==> src/rtl/note_sequencer.sv <==
// note_sequencer: steps through a 16-entry programmable note table and drives
// the tone generator frequency bus. Each note lasts beats*TICKS_PER_BEAT
// cycles and ends in a silent gap of GAP_TICKS cycles (the final FETCH cycle
// of the gap included). Start/stop pulses control playback; loop_en makes the
// sequence wrap to entry 0 instead of finishing.
module note_sequencer #(
   parameter int unsigned TICKS_PER_BEAT = 25_000_000,
   parameter int unsigned GAP_TICKS      = 2_500_000
) (
   input  logic        clk,
   input  logic        rst_n,
   input  logic        start,
   input  logic        stop,
   input  logic        loop_en,
   input  logic        prog_we,
   input  logic [3:0]  prog_addr,
   input  logic [7:0]  prog_data,
   output logic [11:0] freq,
   output logic        playing,
   output logic [3:0]  step,
   output logic        done
);

   localparam int unsigned CW = $clog2(15 * TICKS_PER_BEAT);

   localparam logic [CW-1:0] TPB_W     = CW'(TICKS_PER_BEAT);
   localparam logic [CW-1:0] SOUND_SUB = CW'(GAP_TICKS + 1);
   localparam logic [CW-1:0] GAP_LOAD  = CW'(GAP_TICKS - 2);
   localparam logic [CW-1:0] ONE       = CW'(1);

   typedef enum logic [1:0] {
      IDLE,
      FETCH,
      SOUND,
      GAP
   } state_e;

   state_e        state_q, state_d;
   logic [CW-1:0] cnt_q, cnt_d;
   logic [11:0]   freq_q, freq_d;
   logic [3:0]    step_q, step_d;
   logic          done_q, done_d;

   logic [7:0]    table_q [16];

   logic [7:0]    entry;
   logic [3:0]    code;
   logic [3:0]    beats;
   logic [11:0]   note_freq;
   logic [CW-1:0] note_len;

   // Note table: cleared on reset, written whenever prog_we is high.
   always_ff @(posedge clk or negedge rst_n) begin
      if (!rst_n) begin
         for (int unsigned i = 0; i < 16; i++) begin
            table_q[i] <= '0;
         end
      end else if (prog_we) begin
         table_q[prog_addr] <= prog_data;
      end
   end

   // Decode the current entry: note code to Hz and beats to sounding length.
   always_comb begin
      entry = table_q[step_q];
      code  = entry[3:0];
      beats = entry[7:4];
      unique case (code)
         4'd1:    note_freq = 12'd440;
         4'd2:    note_freq = 12'd493;
         4'd3:    note_freq = 12'd523;
         4'd4:    note_freq = 12'd587;
         4'd5:    note_freq = 12'd659;
         4'd6:    note_freq = 12'd698;
         4'd7:    note_freq = 12'd783;
         4'd8:    note_freq = 12'd880;
         default: note_freq = '0;
      endcase
      // The counter width holds 15*TICKS_PER_BEAT, so the product cannot wrap.
      note_len = CW'(beats) * TPB_W - SOUND_SUB;
   end

   // State register together with the registered outputs and duration counter.
   always_ff @(posedge clk or negedge rst_n) begin
      if (!rst_n) begin
         state_q <= IDLE;
         cnt_q   <= '0;
         freq_q  <= '0;
         step_q  <= '0;
         done_q  <= 1'b0;
      end else begin
         state_q <= state_d;
         cnt_q   <= cnt_d;
         freq_q  <= freq_d;
         step_q  <= step_d;
         done_q  <= done_d;
      end
   end

   // Next-state logic; stop overrides everything, including a same-cycle start.
   always_comb begin
      state_d = state_q;
      cnt_d   = cnt_q;
      freq_d  = freq_q;
      step_d  = step_q;
      done_d  = 1'b0;
      if (stop) begin
         state_d = IDLE;
         freq_d  = '0;
         step_d  = '0;
      end else begin
         unique case (state_q)
            IDLE: begin
               freq_d = '0;
               step_d = '0;
               if (start) begin
                  state_d = FETCH;
               end
            end
            FETCH: begin
               if (beats == 4'd0) begin
                  // An end marker at entry 0 never loops, so an empty table ends.
                  if ((step_q != 4'd0) && loop_en) begin
                     step_d = '0;
                  end else begin
                     state_d = IDLE;
                     step_d  = '0;
                     done_d  = 1'b1;
                  end
               end else begin
                  freq_d  = note_freq;
                  cnt_d   = note_len;
                  state_d = SOUND;
               end
            end
            SOUND: begin
               if (cnt_q == '0) begin
                  freq_d  = '0;
                  cnt_d   = GAP_LOAD;
                  state_d = GAP;
               end else begin
                  cnt_d = cnt_q - ONE;
               end
            end
            GAP: begin
               if (cnt_q == '0) begin
                  if (step_q == 4'd15) begin
                     step_d = '0;
                     if (loop_en) begin
                        state_d = FETCH;
                     end else begin
                        state_d = IDLE;
                        done_d  = 1'b1;
                     end
                  end else begin
                     step_d  = step_q + 4'd1;
                     state_d = FETCH;
                  end
               end else begin
                  cnt_d = cnt_q - ONE;
               end
            end
            default: state_d = IDLE;
         endcase
      end
   end

   // Output decode from registered state.
   always_comb begin
      playing = (state_q != IDLE);
      freq    = freq_q;
      step    = step_q;
      done    = done_q;
   end

endmodule
==> config.mk <==
export PLATFORM = sky130hd
export DESIGN_NAME = note_sequencer
export DESIGN_NICKNAME = d
export VERILOG_FILES = /design/src/rtl/note_sequencer.sv
export SDC_FILE = /design/constraint.sdc
export NUM_CORES = 1
export LEC_CHECK = 0
export BUFFER_PORTS_ARGS = -buffer_cell sky130_fd_sc_hd__buf_4
export CAP_MARGIN = 20
export CORE_ASPECT_RATIO = 0.7
export CORE_MARGIN = 10
export CORE_UTILIZATION = 55
export CTS_BUF_LIST = sky130_fd_sc_hd__clkbuf_4 sky130_fd_sc_hd__clkbuf_8
export CTS_CLUSTER_DIAMETER = 50
export DETAILED_ROUTE_END_ITERATION = 6
export PLACE_DENSITY = 0.72
export SLEW_MARGIN = 20
export SYNTH_ARGS = -nofsm -noshare
export SYNTH_HDL_FRONTEND = slang
export SYNTH_SLANG_ARGS = --single-unit
==> constraint.sdc <==
create_clock -name clk -period 12.2 [get_ports clk]
set_clock_uncertainty 0.05 [all_clocks]
set_input_delay 2.44 -clock clk [delete_from_list [all_inputs] [get_ports clk]]
set_output_delay 2.44 -clock clk [all_outputs]
set_load 0.05 [all_outputs]
Word-level counts from Yosys, hierarchy flattened --
Memories as Yosys holds them, arrays and structs flattened. Cells that the tools add are included.
Storage, ports and cells: memories 1, flip-flop bits (word level) 176, ROM bits 160, word-level logic and storage cells 93
Cells by class: bitwise operators 3, reductions and logical operators 14, mux-type cells 35, equality and inequality tests 12, $add $sub $neg 3, $mul 1, $lt $le $gt $ge 3
Memories:
- (name not given) | words 16, width 10, rd ports 1, clocked after memory_dff 0, write ports 0, RTL line 68 | unique case (code)
Operators by type and width (number):
- bitwise mux 128 bit | 1
- 2-to-1 mux 29 bit | 3
- one-hot mux 29 bit (3 select lines) | 1
- 2-to-1 mux 12 bit | 3
- one-hot mux 12 bit (3 select lines) | 1
- binary-select mux 8 bit (select 4 bit) | 1
- demux 8 bit (select 4 bit) | 1
- zero test 29 bit | 1
- subtractor 29 x 1 -> 29 bit (second input constant) | 1
- subtractor 29 x 22 -> 29 bit (second input constant) | 1
- 2-to-1 mux 8 bit | 3
- multiplier 4 x 19 -> 23 bit (second input constant) | 1
- 2-to-1 mux 4 bit | 4
- != test 3 bit (second input constant) | 5
- 2-to-1 mux 2 bit | 7
- one-hot mux 4 bit (3 select lines) | 1
- nonzero test 4 bit | 3
- greater-or-equal comparator 5 bit (second input constant) | 2
- NOT 4 -> 5 bit | 2
- one-hot mux 2 bit (4 select lines) | 1
- AND reduction 4 bit | 2
- 2-to-1 mux 1 bit | 7
- AND reduction 3 bit | 2
- < comparator 5 x 1 -> 1 bit (second input constant) | 1
- 13 further kinds | 16

Depth between registers and ports, before layout --
Gate-level depths: netlist of run 1.
word-level depth 8, gate-level depth with buffers 21, gate-level depth less buffers 19

Least setup slack after synthesis of run 1 --
No wires, ideal clock.
path type flip-flop to flip-flop, start point register step_q[0], in the netlist step[0], end point register cnt_q[28], arrival 6.383 ns, required time 12.023 ns, path slack 5.640 ns, period minus slack after synthesis 6.560 ns, cell stages (with the launch flop) 18, setup time 0.127 ns, path through dfrtp_1 -> buf_2 -> buf_1 -> buf_2 -> mux4_2 -> mux4_2 -> fa_1 -> fa_1 -> fa_1 -> a21o_1 -> a221oi_2 -> o311ai_1 -> a221o_1 -> a21oi_1 -> xnor2_1 -> nor4_1 -> xor2_1 -> o21ai_1
Between the ends: cells in the longest elaborated chain, start to end 8
RTL lines:
- from (decl) | RTL line 41 | logic [3:0] step_q, step_d;
- from (signal assigned) | RTL line 95 | step_q <= step_d;
- NOT 4 -> 5 bit (implied by the code) (*) | RTL line 65 | entry = table_q[step_q];
- binary-select mux 8 bit (select 4 bit) (*) | RTL line 65
- 2-to-1 mux 8 bit (implied by the code) (*) (2 in series) | RTL line 65
- multiplier 4 x 19 -> 23 bit | RTL line 80 | note_len = CW'(beats) * TPB_W - SOUND_SUB;
- subtractor 29 x 22 -> 29 bit | RTL line 80
- 2-to-1 mux 29 bit | RTL line 121 | if (beats == 4'd0) begin
- one-hot mux 29 bit (3 select lines) | RTL line 112 | unique case (state_q)
- to (signal assigned) | RTL line 93 | cnt_q <= cnt_d;
- to (decl) | RTL line 39 | logic [CW-1:0] cnt_q, cnt_d;
Mark *: on every way between the ends. The rest lies on a longest branch, timed or not. The select of a mux whose other input is x is not followed. A chain may end at the register's enable or synchronous reset.

Worst setup path in the final report of run 1 --
start point register step_q[0], in the netlist step[0], end point register cnt_q[25]
Same word-level chain as after synthesis.

==> results.toml, run 1 <==
[final_layout]
fin_util_pct = 60.44
nFillCells = 1445
fin_area_sq_um = 10850
insertedDiodeCount = 0
finalNetCount = 939
mostFrequentLayoutCell = "dfrtp_1"
syn_to_final_growth_pct = 8.035
finalNonFillerCells = 1120
drive_gt1_share_pct = 28.51
most-common-layout-cells = "172 x dfrtp_1, 130 x mux2_2, 48 x nor2_1"

[floorplan]
die_width_um = 181.5
num_rows = 41
chipHeight_um = 133.1
coreArea_sq_um = 17950
ios = 36
die-area_sq_um = 24150
start_util_pct = 55.94

[power_and_ir_drop]
leakage_nw = 4.609
peakVddDrop_mv = 0.1447
powerDensity_nw_per_um2 = 245.5
p_total_mw = 2.664

[logic_synthesis]
synth.area.mux_share_pct = 23.89
synth_fa_ha_area_share_pct = 6.901
synth-compound-area-share_pct = 10.71
synth_cell_types = 67
synth_ff_type = "dfrtp_1"
synth_area_per_cell_sq_um = 11.75
synth_top_family_by_area = "multiplexers"
synth_enable_flop_cells = 0
ys_async_sr_fraction_pct = 100.0
postSynthCellCount = 855
yosys_warnings = 0
synth_seq_area_share_pct = 43.35
synth_simple_gate_area_share_pct = 9.392
syn_area_sq_um = 10040
post_synth_xor_area_fraction_pct = 2.703
synth_seq_cells = 174

[global_routing]
grt_max_degree = 91
grt_antenna_before_repair = 0
grt-ovfl-total = 0
grt_pass1_vias = 6750
grt_pass1_wl_mm = 37.59
grt_util_all_layers_pct = 19.43

[min_path]
hold_path.class = "reg2reg"

[clocking]
clk_pin_slew_ns = 0.09
postCtsSetupBuffers = 0
cts_tree = "done"
cts_root_buf = "clkbuf_8"
cts_resized = 0
cts_made_buffers = 17
clk_path_buf_depth = 2
cts_hold_repair.buffers = 0
clk_latency_ns = 0.47
cts_max_level = 4
cts.sinks = 174

[sta]
rsz0062_at_grt = "no"
max_slew_margin_pct = 31.14
fin_crit_ns = 6.373
setup_viol = 0
finalHoldViolations = 0
drv_slew = 0
holdWs_ns = 0.4346
fmaxAchievable_mhz = 156.9
min_period_over_period_pct = 52.24
tightest_slew_ns = 1.029
fin_ws_ns = 5.827
tns_ns = 0

[worst_setup_path]
worstPathArrival_ns = 6.71
end_kind = "register"
cp_num_cells = 15
r2r-end = "cnt_q[25]"
critPathKind = "reg2reg"
regToRegStartpoint = "step[0]"
cp_max_fo = 30
critPathTopFamily = "compound AO/OA/AOI/OAI gates"
setup.worst_path.end = "cnt_q[25]"
cpMostUsedCell = "o211ai_1"
crit_path_max_incr_delay_ns = 0.98
startpoint = "step[0]"
setup.worst_path.start_class = "register"
r2r_cells = 15
reg2reg_slack_ns = 5.83
slowest_stage = "dfrtp_2"
worstPathCellList = "mux4_2 > mux4_2 > inv_1 > fa_1 > fa_1 > ha_1 > a211oi_1 > o211ai_1 > a221oi_1 > a311oi_1 > o211ai_1 > mux2i_1 > nand3_1 > xnor2_1 > o211ai_1"
path_buf_inv = 1
crit_required_ns = 12.53

[place]
gp_congestion = 0.8989
io_buffer_count = 33
place_area_sq_um = 10450
hpwl_mm = 16.29
dp_slack_ns = 5.799
placedCellCount = 1088

[routing]
drt_first_pass_iters = 5
wl_mm = 23.34
drt_iter0_markers = 641
routed_via_density = 6.266
wl_per_cell_um = 20.84
vias = 7018
antenna_left = 0
drc = 0

[run_status]
outcome = "complete, no violations"

[job]
drv_cap = 0
[flip-flops by register name, summed over array words and instances, names as in the netlist]
| name | flops |
|---|---|
| cnt_q | 29 |
| freq | 10 |
| table_q | 128 |
| state_q | 2 |
| done | 1 |
| step | 4 |
[cell usage after synthesis, types with 6 or more instances]
cell	n	area (sq um)
a21o_1	6	45.04
a21oi_1	40	200.2
a22o_1	12	105.1
a31oi_1	6	37.54
and3_1	7	43.79
clkbuf_1	29	108.9
dfrtp_1	174	4354
fa_1	9	180.2
ha_1	41	513.0
inv_1	30	112.6
mux2_2	130	1464
mux2i_1	8	80.08
mux4_2	38	855.8
nand2_1	46	172.7
nand2b_1	8	50.05
nand3_1	11	55.05
nor2_1	48	180.2
nor3_1	23	115.1
o211ai_1	7	52.55
o21ai_0	20	100.1
o21ai_1	23	115.1
or3_1	13	81.33
xnor2_1	21	183.9
xor2_1	10	87.58
[worst min path at each step]
stage / start / slack [ns] / endpoint / cells after the start
2_1_floorplan: cnt_q[3] / 0.40 / cnt_q[3] / 1
3_3_place_gp: freq[4] / 0.41 / freq[4] / 2
3_5_place_dp: freq[4] / 0.42 / freq[4] / 2
4_1_cts: freq[4] / 0.44 / freq[4] / 2
5_1_grt: table_q[99] / 0.47 / table_q[99] / 1
6_report: freq[4] / 0.43 / freq[4] / 2
[cell type report]
cell class	count	area [sq um]	share of cell area [%]
Sequential cell	174	4357	40.15
Multi-Input combinational cell	610	5391	49.68
Clock buffer	18	247.7	2.283
Tap cell	236	295.3	2.721
Clock inverter	14	155.1	1.430
Inverter	30	112.6	1.038
Timing Repair Buffer	38	292.8	2.698
[metal layers]
layer  wire length [um]  part of all wire [%]  GRT usage, %
met5                  0                     0             0
met4                206                  0.88         4.416
met3               1989                   8.5         5.938
met2               9590                    41         26.26
met1              11560                    50         29.51
[worst register-to-register path: cells and delay by family, from the launching register on]
family / cells / cell delay [ns]
AOI/OAI and AO/OA: 6 / 1.85
xor gates and xnor gates: 1 / 0.13
adders and majority gates: 3 / 1.49
buffers and inverters: 1 / 0.24
DFF: 1 / 0.98
muxes: 3 / 1.43
and+or+nand+nor: 1 / 0.10
[power breakdown]
part | switching [mW] | leakage, nW | internal, mW
Clock | 0.227 | 0.212 | 0.192
Sequential | 0.102 | 2.14 | 0.720
Combinational | 0.798 | 2.26 | 0.625
[cells by family (layout without fill, tap and decap cells)]
family,count (synthesis),after routing
simple gates,189,189
fa+ha+maj,50,50
flops,174,174
compound gates,162,162
mux,176,176
buf+inv,72,100
xor+xnor,31,31
other cells,1,2
Note: power is estimated with default switching activity, not from simulation.
==> run 2, diff against run 1 <==
==> constraint.sdc (replaced) <==
create_clock -name clk -period 6.3 [get_ports clk]
set_clock_uncertainty 0.05 [all_clocks]
set_input_delay 1.26 -clock clk [delete_from_list [all_inputs] [get_ports clk]]
set_output_delay 1.26 -clock clk [all_outputs]
set_load 0.05 [all_outputs]
==> results.toml, run 2 (synthesis results as in run 1) <==
[global_routing]
grt_pass1_vias = 6964
grt_util_all_layers_pct = 19.67
grt_antenna_before_repair = 0
grt_max_degree = 91
grt_pass1_wl_mm = 38.16
grt-ovfl-total = 0

[power_and_ir_drop]
p_total_mw = 5.225
powerDensity_nw_per_um2 = 477.8
leakage_nw = 4.652
peakVddDrop_mv = 0.2622

[sta]
tns_ns = 0
rsz0062_at_grt = "no"
fmaxAchievable_mhz = 168.8
finalHoldViolations = 0
fin_crit_ns = 5.924
min_period_over_period_pct = 94.03
setup_viol = 0
fin_ws_ns = 0.3762
max_slew_margin_pct = 33.08
drv_slew = 0
tightest_slew_ns = 1.000

[final_layout]
drive_gt1_share_pct = 29.23
multi_input_area_sq_um = 5391
largest_register_ffs = 128
syn_to_final_growth_pct = 8.869
top_register = "table_q"
finalNetCount = 949
most-common-layout-cells = "172 x dfrtp_1, 130 x mux2_2, 48 x nor2_1"
nFillCells = 1451
fin_area_sq_um = 10940
ff_latch_area_sq_um = 4357
mostFrequentLayoutCell = "dfrtp_1"
insertedDiodeCount = 0

[worst_setup_path]
end_kind = "register"
setup.worst_path.start_class = "register"
crit_required_ns = 6.59
r2r_cells = 15
cp_max_fo = 12
worstPathArrival_ns = 6.21
critPathKind = "reg2reg"

[place]
io_buffer_count = 33
hpwl_mm = 16.75
place_area_sq_um = 10520
gp_congestion = 0.9082
dp_slack_ns = 0.4185

[floorplan]
die-area_sq_um = 24150
chipHeight_um = 133.1
die_width_um = 181.5
start_util_pct = 55.94
coreArea_sq_um = 17950
ios = 36
num_rows = 41

[clocking]
cts_resized = 0
clk_latency_ns = 0.46
cts.sinks = 174
cts_made_buffers = 17
postCtsSetupBuffers = 0
cts_tree = "done"
cts_hold_repair.buffers = 0
cts_root_buf = "clkbuf_8"
clk_path_buf_depth = 2
cts_max_level = 4
clk_pin_slew_ns = 0.09

[routing]
routed_via_density = 6.211
drt_first_pass_iters = 5
wl_mm = 23.29
antenna_left = 0
drt_iter0_markers = 769
vias = 7012
drc = 0
wl_per_cell_um = 20.63

[min_path]
hold-path-cell-count = 2
hold_path.class = "reg2reg"

[job]
drv_cap = 0

[run_status]
outcome = "complete, no violations"
[run 2: cell count changes in the layout (fill, tap and decap cells not counted), moves of 2 or more]
cell	change
buf_4	+11
clkinv_2	-2
clkinvlp_4	+3
inv_6	-2
[run 2: cell type report]
class,instances,area share [%]
well taps,236,2.700
multi-input cells,610,49.30
inverters,30,1.030
clock inverters,12,1.465
flip-flops and latches,174,39.84
repair buffers,48,3.330
clock buffers,19,2.334
[run 2: stage by stage]
step	util, %	std cells	hold slack [ns]
2_1_floorplan	-	856	0.3970
3_3_place_gp	58.59	1098	0.4177
3_5_place_dp	58.59	1098	0.4192
4_1_cts	60.91	1129	0.4428
5_1_grt	60.91	1129	0.4603
6_report	60.91	1129	0.4331
[run 2: worst paths after layout]
check                         from           to  slack (ns)
max                        step[0]    cnt_q[28]        0.38
min                        freq[1]      freq[1]        0.43
max reg2reg                step[0]    cnt_q[28]        0.38
min reg2reg                freq[1]      freq[1]        0.43
max in group asynchronous    rst_n      step[0]        4.28
min in group asynchronous    rst_n  table_q[17]        0.80
[run 2: routing by layer]
layer  vias to the layer above  wire length, um  share of wire [%]  GRT usage [%]
met5                         -                0                  0              0
li1                       3207                -                  -              -
met2                       241             9694                 42          26.67
met4                         0               99               0.43          3.785
met1                      3556            11520                 49          29.87
met3                         8             1976                8.5          6.320
[run 2: power breakdown]
part / internal, mW / switching (mW)
Clock: 0.409 / 0.415
Sequential: 1.39 / 0.194
Combinational: 1.23 / 1.58
Total: 3.03 / 2.19
[run 2: critical path, stage by stage (launching register included)]
cell	delay (ns)
dfrtp_2	0.63
mux4_2	0.57
mux4_2	0.59
inv_1	0.23
fa_1	0.58
fa_1	0.60
fa_1	0.48
a21o_1	0.20
a221oi_2	0.33
o311ai_1	0.25
a221o_1	0.37
a21oi_1	0.17
xnor2_1	0.12
nor4_1	0.39
xor2_1	0.18
o21ai_1	0.07
==> run 3, diff against run 2 <==
--- a/config.mk
+++ b/config.mk
@@ -5,9 +5,9 @@
 export SDC_FILE = /design/constraint.sdc
 export NUM_CORES = 1
 export LEC_CHECK = 0
+export ABC_AREA = 1
 export BUFFER_PORTS_ARGS = -buffer_cell sky130_fd_sc_hd__buf_4
 export CAP_MARGIN = 20
-export CORE_ASPECT_RATIO = 0.7
 export CORE_MARGIN = 10
 export CORE_UTILIZATION = 55
 export CTS_BUF_LIST = sky130_fd_sc_hd__clkbuf_4 sky130_fd_sc_hd__clkbuf_8
==> results.toml, run 3 <==
[run_status]
outcome = "complete, no violations"

[final_layout]
finalNonFillerCells = 1637
insertedDiodeCount = 0
finalNetCount = 1459
fin_util_pct = 60.17
nFillCells = 1710
largest_register_ffs = 128
fin_area_sq_um = 11250
drive_gt1_share_pct = 8.767
mostFrequentLayoutCell = "nand2_1"
top_register = "table_q"
syn_to_final_growth_pct = 7.364
most-common-layout-cells = "366 x nand2_1, 188 x o21ai_0, 173 x dfrtp_1"

[clocking]
cts.sinks = 174
clk_path_buf_depth = 2
cts_max_level = 4
postCtsSetupBuffers = 0
cts_resized = 0
cts_root_buf = "clkbuf_8"
cts_hold_repair.buffers = 0
clk_latency_ns = 0.49
cts_tree = "done"
cts_made_buffers = 17
clk_pin_slew_ns = 0.09

[routing]
wl_mm = 26.79
antenna_left = 0
vias = 9137
drt_first_pass_iters = 6
wl_per_cell_um = 16.36
drc = 0
routed_via_density = 5.582
drt_iter0_markers = 938

[power_and_ir_drop]
swShare_pct = 47.30
p_clk_share_pct = 16.7
peakVddDrop_mv = 0.2812
switchingPower_mw = 2.522
p_comb_share_pct = 53.8
p_total_mw = 5.332
p_int_mw = 2.810
powerDensity_nw_per_um2 = 473.8
seqPwrFrac_pct = 29.5
leakage_nw = 5.623

[global_routing]
grt_max_degree = 84
grt_pass1_vias = 8537
grt_antenna_before_repair = 0
grt_pass1_wl_mm = 44.08
grt_util_all_layers_pct = 21.97
grt-ovfl-total = 0

[logic_synthesis]
synth_enable_flop_cells = 0
syn_area_sq_um = 10480
synth_seq_cells = 174
synth_area_per_cell_sq_um = 7.552
yosysTopAreaCell = "dfrtp_1"
ys_async_sr_fraction_pct = 100.0
synth_common_cells = "366 x nand2_1, 188 x o21ai_0, 174 x dfrtp_1"
synth_ff_type = "dfrtp_1"
synth_cell_types = 53
synth_area_leaders = "dfrtp_1 42%, nand2_1 13%, o21ai_0 9.0%"
synth_seq_area_share_pct = 41.54
yosys_warnings = 0
postSynthCellCount = 1388
yosysMostFrequentCell = "nand2_1"
synth_top_area_share_pct = 41.54

[floorplan]
die_width_um = 158.1
coreArea_sq_um = 18710
start_util_pct = 56.04
num_rows = 50
ios = 36
chipHeight_um = 158.1
die-area_sq_um = 24980

[min_path]
hold_path.class = "reg2reg"
hold-path-cell-count = 2

[place]
placedCellCount = 1606
place_area_sq_um = 10810
hpwl_mm = 18.31
gp_congestion = 0.8860
dp_slack_ns = 1.102
io_buffer_count = 33

[job]
drv_cap = 0

[sta]
fin_crit_ns = 5.290
holdWs_ns = 0.4412
max_slew_margin_pct = 41.58
drv_slew = 0
fmaxAchievable_mhz = 189.0
setup_viol = 0
fin_ws_ns = 1.010
finalHoldViolations = 0
rsz0062_at_grt = "no"
min_period_over_period_pct = 83.96
tightest_slew_ns = 0.8730
tns_ns = 0

[worst_setup_path]
r2r_cells = 21
end_kind = "register"
reg2reg_slack_ns = 1.01
crit_required_ns = 6.67
worstPathArrival_ns = 5.66
setup.worst_path.start_class = "register"
critPathKind = "reg2reg"
cp_max_fo = 14
==> run 3: path summary, 6_finish.rpt <==
path                        startpoint           to
hold reg to reg            table_q[93]  table_q[93]
min in group asynchronous        rst_n  table_q[10]
max in group asynchronous        rst_n   state_q[1]
hold / removal             table_q[93]  table_q[93]
setup / recovery               step[2]    cnt_q[28]
setup reg to reg               step[2]    cnt_q[28]
==> run 3: cell families after synthesis <==
family	Yosys count	share of synthesized area, %
AO/OA/AOI/OAI	328	17.24
XOR/XNOR	20	1.671
buffers and inverters	204	7.949
other	1	0.03577
adder cells (fa/ha/maj)	50	6.613
flip-flops	174	41.54
AND/OR/NAND/NOR	611	24.96
==> run 3: power groups by stage <==
stage	combinational (mW)	clock, mW	sequential (mW)
2_1_floorplan	2.16	0	1.60
3_3_place_gp	2.80	0	1.58
3_5_place_dp	2.84	0	1.59
4_1_cts	2.85	0.896	1.57
5_1_grt	3.26	0.937	1.60
6_report	2.87	0.889	1.57
==> run 3: cell type report <==
type | count | area, sq um | share of cell area [%]
clock buffer | 19 | 261.5 | 2.324
tap | 234 | 292.8 | 2.601
clock inverter | 12 | 182.7 | 1.623
sequential | 174 | 4355 | 38.70
timing repair buffer | 41 | 315.3 | 2.802
multi-input combinational | 1011 | 5299 | 47.08
inverter | 146 | 548.0 | 4.869
==> run 3: worst max-delay path, stage by stage, from the launching register on <==
cell and delay (ns):
dfrtp_1 0.60, inv_1 0.38, nor2_2 0.39, nand2_1 0.09, nand2_1 0.08, inv_1 0.05
nand2_1 0.23, inv_2 0.14, fa_1 0.71, fa_1 0.51, fa_1 0.53, xor2_1 0.21
or2_2 0.29, a21oi_1 0.25, nand3_1 0.11, nand2_1 0.11, nand2_1 0.08, nand2_1 0.10
nand2_1 0.06, nand2_1 0.05, nand3_1 0.06, a21oi_1 0.12
==> run 3: metal layers <==
layer  vias to the layer above  GRT usage (%)  wire [um]
li1                       4550              -          -
met1                      4270          32.19      13130
met2                       280          32.71      11560
met3                        37          3.636       1709
met4                         0          6.220        391
met5                         -              0          0
